===== config.mk =====
export PLATFORM = sky130hd
export DESIGN_NAME = fifo_sync_ctrl
export DESIGN_NICKNAME = d
export VERILOG_FILES = /design/src/rtl/fifo_pkg.sv /design/src/rtl/fifo_mem.sv /design/src/rtl/fifo_sync_ctrl.sv
export SDC_FILE = /design/constraint.sdc
export NUM_CORES = 1
export LEC_CHECK = 0
export CORE_MARGIN = 1.5
export CORE_UTILIZATION = 35
export CTS_CLUSTER_DIAMETER = 150
export DETAILED_ROUTE_END_ITERATION = 8
export SLEW_MARGIN = 20
export SYNTH_ARGS = -nofsm -noshare
export SYNTH_HDL_FRONTEND = slang
export SYNTH_SLANG_ARGS = --single-unit

===== constraint.sdc =====
create_clock -name clk -period 2.5 [get_ports clk]
set_input_delay 0.625 -clock clk [delete_from_list [all_inputs] [get_ports clk]]
set_output_delay 0.625 -clock clk [all_outputs]
set_load 0.03 [all_outputs]

===== src/rtl/fifo_pkg.sv =====
// Shared types and defaults for the single-clock FIFO controller and its consumers.
package fifo_pkg;

    localparam int DEF_DATA_WIDTH = 8;
    localparam int DEF_ADDR_SIZE  = 3;

    typedef struct packed {
        logic [DEF_ADDR_SIZE:0] count;
        logic                   almost_full;
        logic                   almost_empty;
        logic                   overflow;
        logic                   underflow;
    } fifo_status_t;

endpackage


===== src/rtl/fifo_mem.sv =====
// FIFO storage: synchronous write, asynchronous read, contents survive reset.
module fifo_mem
    import fifo_pkg::*;
#(
    parameter int DATA_WIDTH = DEF_DATA_WIDTH,
    parameter int ADDR_SIZE  = DEF_ADDR_SIZE
) (
    input  logic                  clk,
    input  logic                  w_en,
    input  logic [ADDR_SIZE-1:0]  w_addr,
    input  logic [DATA_WIDTH-1:0] w_data,
    input  logic [ADDR_SIZE-1:0]  r_addr,
    output logic [DATA_WIDTH-1:0] r_data
);

    logic [DATA_WIDTH-1:0] mem [2**ADDR_SIZE];

    always_ff @(posedge clk) begin
        if (w_en) begin
            mem[w_addr] <= w_data;
        end
    end

    assign r_data = mem[r_addr];

endmodule


===== src/rtl/fifo_sync_ctrl.sv =====
// Single-clock FIFO controller: pointers, occupancy flags, sticky error bits and
// valid/ready handshakes around a fifo_mem instance.
module fifo_sync_ctrl
    import fifo_pkg::*;
#(
    parameter int DATA_WIDTH = DEF_DATA_WIDTH,
    parameter int ADDR_SIZE  = DEF_ADDR_SIZE,
    parameter int AFULL_LVL  = 6,
    parameter int AEMPTY_LVL = 1
) (
    input  logic                  clk,
    input  logic                  rst_n,
    input  logic                  w_valid,
    input  logic [DATA_WIDTH-1:0] w_data,
    output logic                  w_ready,
    output logic                  r_valid,
    output logic [DATA_WIDTH-1:0] r_data,
    input  logic                  r_ready,
    output logic [ADDR_SIZE:0]    count,
    output logic                  almost_full,
    output logic                  almost_empty,
    output logic                  overflow,
    output logic                  underflow,
    input  logic                  err_clr
);

    localparam int DEPTH = 2**ADDR_SIZE;
    localparam logic [ADDR_SIZE:0] AFULL_THR  = (ADDR_SIZE+1)'(AFULL_LVL);
    localparam logic [ADDR_SIZE:0] AEMPTY_THR = (ADDR_SIZE+1)'(AEMPTY_LVL);

    if (AFULL_LVL < 1 || AFULL_LVL > DEPTH || AEMPTY_LVL < 0 || AEMPTY_LVL >= DEPTH) begin : g_bad_lvl
        $error("fifo_sync_ctrl: AFULL_LVL must be 1..DEPTH and AEMPTY_LVL 0..DEPTH-1");
    end

    logic [ADDR_SIZE:0] w_ptr;
    logic [ADDR_SIZE:0] r_ptr;
    logic               full;
    logic               empty;
    logic               push;
    logic               pop;

    // The extra pointer bit distinguishes full from empty when the low bits match.
    assign empty = (w_ptr == r_ptr);
    assign full  = (w_ptr[ADDR_SIZE] != r_ptr[ADDR_SIZE]) &&
                   (w_ptr[ADDR_SIZE-1:0] == r_ptr[ADDR_SIZE-1:0]);

    assign w_ready      = !full;
    assign r_valid      = !empty;
    assign push         = w_valid && w_ready;
    assign pop          = r_valid && r_ready;
    assign count        = w_ptr - r_ptr;
    assign almost_full  = (count >= AFULL_THR);
    assign almost_empty = (count <= AEMPTY_THR);

    always_ff @(posedge clk) begin
        if (!rst_n) begin
            w_ptr     <= '0;
            r_ptr     <= '0;
            overflow  <= 1'b0;
            underflow <= 1'b0;
        end else begin
            if (push) begin
                w_ptr <= w_ptr + 1'b1;
            end
            if (pop) begin
                r_ptr <= r_ptr + 1'b1;
            end
            // A fresh error outranks a clear arriving in the same cycle.
            if (w_valid && full) begin
                overflow <= 1'b1;
            end else if (err_clr) begin
                overflow <= 1'b0;
            end
            if (r_ready && empty) begin
                underflow <= 1'b1;
            end else if (err_clr) begin
                underflow <= 1'b0;
            end
        end
    end

    fifo_mem #(
        .DATA_WIDTH (DATA_WIDTH),
        .ADDR_SIZE  (ADDR_SIZE)
    ) u_mem (
        .clk    (clk),
        .w_en   (push),
        .w_addr (w_ptr[ADDR_SIZE-1:0]),
        .w_data (w_data),
        .r_addr (r_ptr[ADDR_SIZE-1:0]),
        .r_data (r_data)
    );

endmodule


# --- Word-level counts from Yosys, hierarchy flattened ---
# Memories as Yosys holds them, arrays and structs flattened. A register that Yosys moved wholly into a read port is not among the register bits.
# Cells that the tools add are included.
# Widths: inputs -> output; s select.
totals:
  elab_cells: 29
  out_inout_bits: 18
  inputBits: 13
  ram_bits: 64
  reg_bits: 10
  n_memories: 1
classes:
  n_mux: 7
  eq_ne: 3
  reduce_logical: 9
  n_lt_le_gt_ge: 2
  addsub: 3
memory_table:
  columns: ["memory", "words", "width", "read_ports", "rd_clocked_by_memory_dff", "write_ports", "line", "rtl"]
  rows:
  - ["u_mem.mem", 8, 8, 1, 1, 1, "fifo_mem.sv:16", "logic [DATA_WIDTH-1:0] mem [2**ADDR_SIZE];"]
op_table:
  columns: ["operator", "count"]
  rows:
  - ["$add 4x1->4 const B", 2]
  - ["$mux 3", 2]
  - ["$logic_and 1x1->1", 5]
  - ["$mux 1", 5]
  - ["$eq 4x4->1", 1]
  - ["$ge 4x3->1 const B", 1]
  - ["$le 4x1->1 const B", 1]
  - ["$reduce_bool 2->1", 2]
  - ["$sub 4x4->4", 1]
  - ["$eq 3x3->1", 1]
  - ["$logic_not 1->1", 2]
  - ["$ne 1x1->1", 1]

# --- Logic depth before layout (Yosys ltp) ---
# Gate-level depths: netlist (run 1).
depth:
  depth_word: 6
  ltp_mapped: 6
  depth_no_buf: 6

# --- Modules after synthesis ---
# From an unflattened synthesis (run 1), not the netlist that was laid out.
unflattened:
  hier_cells: 185
  area_unflattened_um2: 3190.6
modules_own_cells:
  columns: ["mod", "cells_per_inst", "area_per_inst_um2", "n_inst", "seq_area_each_um2"]
  rows:
  - ["fifo_mem", 106, 2531.2, 1, 1921.8]
  - ["fifo_sync_ctrl", 79, 659.4, 1, 200.2]

# --- Worst setup path before layout (run 1) ---
# OpenSTA, ideal clock, no wires.
synth_path:
  path_type: "register -> output"
  from: "register w_ptr[0]"
  to: "output port almost_full"
  n_path_buf: 0
  path_slack_ns: -0.275
  arrival_time_ns: 2.150
  stages_incl_launch_ff: 7
  required_time_ns: 1.875
  cell_sequence: "dfxtp_1 > inv_1 > ha_1 > fa_1 > xnor2_1 > nand2_1 > o21ai_0"
synth_between:
  elab_chain_cells: 2
synth_rtl:
  columns: ["item", "line", "rtl"]
  rows:
  - ["from (decl)", "fifo_sync_ctrl.sv:35", "logic [ADDR_SIZE:0] w_ptr;"]
  - ["from (signal assigned)", "fifo_sync_ctrl.sv:63", "w_ptr <= w_ptr + 1'b1;"]
  - ["$sub 4x4->4", "fifo_sync_ctrl.sv:51", "assign count = w_ptr - r_ptr;"]
  - ["net count[2]", "fifo_sync_ctrl.sv:19", "output logic [ADDR_SIZE:0] count,"]
  - ["$ge 4x3->1", "fifo_sync_ctrl.sv:52", "assign almost_full = (count >= AFULL_THR);"]
  - ["to (decl)", "fifo_sync_ctrl.sv:20", "output logic almost_full,"]
# The timed path passes the listed nets, and every way through them passes these cells.

==> impl_metrics.csv, run 1 <==
group,metric,value,unit
outcome,outcome,"complete, no violations",
critical_path,slowest_delay,0.55,ns
timing,finalMaxSlewViolations,0,
clock_network,path_clk_slew,0.08,ns
place,gp_congestion,0.711,
synth,avgSynthCellArea,17.3,um2
synth,synth_flop_cell,"edfxtp_1",
global_routing,first_global_vias,1749,
clock_network,root_buffer,"clkbuf_8",
critical_path,rrSetupSlack,0.58,ns
critical_path,crit_required,1.88,ns
clock_network,cts_buffer_depth,2,
clock_network,post_cts.repair.setup_buffers,0,
clock_network,cts.sinks,77,
critical_path,cp_data_arrival_time,1.85,ns
critical_path,crit_chain,"buf_8 > mux4_1 > mux2_2 > buf_4",
synth,synthArstFlopShare,0,%
place,dp_hpwl,3.75,mm
timing,rsz0062_at_grt,"yes",
clock_network,cts_buffers,9,
synth,synth.ff_latch_count,77,
clock_network,htree_levels,3,
cells_and_area,n_antenna_cell,0,
worst_hold_path,hold_path_startpoint,"r_ptr[3]",
timing,finalHoldViolCount,0,
synth,synth_cell_type_count,32,
global_routing,grt_first_pass_wirelength,9.46,mm
critical_path,cp_max_fo,5,
synth,syn_inst,187,
cells_and_area,syn2layout_area_growth,23.7,%
global_routing,grt_use_total,13.3,%
drt,via_count,1743,
critical_path,crit_family,"multiplexers",
floorplan,die-area,0.00985,mm2
synth,yosysSeqAreaShare,67.3,%
floorplan,core_area,0.00885,mm2
critical_path,endpoint_kind,"primary output",
synth,synth_top_cells_by_area,"edfxtp_1, mux4_1, dfxtp_1",
critical_path,worst-setup-path-type,"reg2out",
timing,period_share,99.0,%
timing,fmax,404,MHz
job,cap_violations,0,
drt,final_antenna_net_count,0,
critical_path,cp_slowest_cell,"mux4_1",
global_routing,grt_max_degree,19,
critical_path,reg2reg_from,"r_ptr[2]",
synth,ys_warn_count,0,
synth,synth_edf_count,64,
clock_network,cts-hold-fix-buffers,0,
critical_path,r2r-end,"u_mem.mem[4][7]",
power,p_leak,1.42,nW
floorplan,start_util,36.6,%
synth,synth_top_area_share,59.3,%
worst_hold_path,worstHoldPathType,"reg2reg",
power,finalPower,3.13,mW
synth,yosysTopAreaCell,"edfxtp_1",
floorplan,ioPinCount,31,
power,p_per_area,780,mW/mm2
drt,drc,0,
cells_and_area,drive_gt1_share,34.0,%
global_routing,overflow,0,
synth,yosysMostFrequentCell,"edfxtp_1",
clock_network,insertion_delay,0.34,ns
critical_path,ff2ff_path_depth,6,
timing,setup_viol,0,
cells_and_area,fin_cells,352,
worst_hold_path,hold_path_end,"r_ptr[3]",
floorplan,die_w,99.2,um
global_routing,antenna_found_initial,0,
drt,totalWireLength,5.99,mm
place,place_inst,335,
timing,tightest_slew,0.577,ns
timing,clock_skew,0.0106,ns
worst_hold_path,min_path_cells,2,
drt,wl_per_cell,17.0,um
synth,syn_nets,206,
critical_path,worst_setup_path_start_kind,"flop",
clock_network,cts_tree,"yes",
critical_path,critical_path_buf_inv_count,2,
power,peakVddDrop,250,uV
cells_and_area,final_nets,258,
timing,final.min_clock_period,2.47,ns
floorplan,die_y,99.2,um
synth,synthTopCellsByCount,"edfxtp_1, nand2_1, mux4_1",
synth,syn_area,0.00324,mm2
drt,drt_pass1_iterations,4,
drt,vias_per_cell,4.95,
place,port_buffers,30,
drt,drt_iter0_drc,156,
floorplan,rows,34,
timing,max_slew_margin,61.4,%
power by group:
part	total, mW	internal, mW	switching (mW)
sequential	1.46	1.43	0.0251
clock	0.930	0.511	0.419
combinational	0.740	0.359	0.381
routing by layer:
metal | track usage (%) | part of all wire (%) | vias to the layer above
met5 | 0 | 0 | -
met4 | 6.50 | 1.5 | 0
met3 | 3.37 | 5.6 | 8
met2 | 19.8 | 47 | 59
met1 | 18.2 | 46 | 847
li1 | - | - | 829
cell usage in the layout, fill, tap and decap left out, types with 5 or more instances in the layout:
master,instances
mux4_2,13
clkdlybuf4s50_1,15
dfxtp_1,9
clkbuf_8,11
buf_6,8
nand2b_1,5
mux2_2,6
buf_4,24
nand2_1,17
edfxtp_1,64
inv_1,5
mux2i_1,9
registers in the layout (all words and copies together) (netlist names), named ones only:
name	flops
u_mem.mem	64
r_ptr	4
w_ptr	4
overflow	1
underflow	1
worst max-delay path by stage:
stage | endpoint | slack [ns] | cells past startpoint
final | r_data[4] | 0.03 | 4
after global routing | r_data[4] | -0.05 | 4
after CTS | r_data[6] | -0.004 | 4
after detailed placement | r_data[2] | -0.09 | 4
after global placement | r_data[2] | -0.07 | 4
after floorplan | almost_full | 0.005 | 6
per-stage QoR:
stage | setup TNS [ns] | worst slack, ns | cell area, um2 | hold WS [ns] | util [%]
after floorplan | 0 | 0.00510 | 3260 | 0.467 | -
after global placement | -0.330 | -0.0681 | 3780 | 0.493 | 42.7
after detailed placement | -0.520 | -0.0862 | 3780 | 0.504 | 42.7
after CTS | -0.00760 | -0.00416 | 3980 | 0.520 | 45.0
after global routing | -0.0947 | -0.0494 | 4010 | 0.547 | 45.3
final | 0 | 0.0254 | 4010 | 0.510 | 45.3
area by class of cell:
type | count | area (um2)
multi-input combinational | 94 | 987
tap | 108 | 135
timing repair buffer | 50 | 470
clock buffer | 12 | 155
clock inverter | 4 | 46.3
inverter | 7 | 26.3
fill | 776 | 4840
sequential | 77 | 2190
logic make-up (layout without fill, tap and decap cells):
logic type | count (synthesis) | count (layout) | synth area share, %
compound gates | 13 | 13 | 2.55
xor+xnor | 3 | 3 | 0.811
fa+ha+maj | 6 | 6 | 2.55
buf+inv | 16 | 73 | 2.62
flops | 77 | 77 | 67.3
mux | 33 | 33 | 18.4
simple gates | 39 | 39 | 5.75
worst min-delay path, cell delays in order, from the launching register on:
cell	delay [ns]
dfxtp_1	0.34
nand2_1	0.07
mux2i_1	0.05
repair_timing:
action                                  in CTS  in global routing
cloned                                       1                  0
endpoints found under the setup margin      11                 11
pin swaps                                    0                  1
gates resized for setup                     64                 28
No activity file was read; power rests on OpenSTA's default activity.
==> run 2, diff against run 1 <==
HOLD_SLACK_MARGIN = 0.06   (was not set)
==> results of run 2 <==
Same layout as run 1: the final DEF is identical, and so are final timing and power.
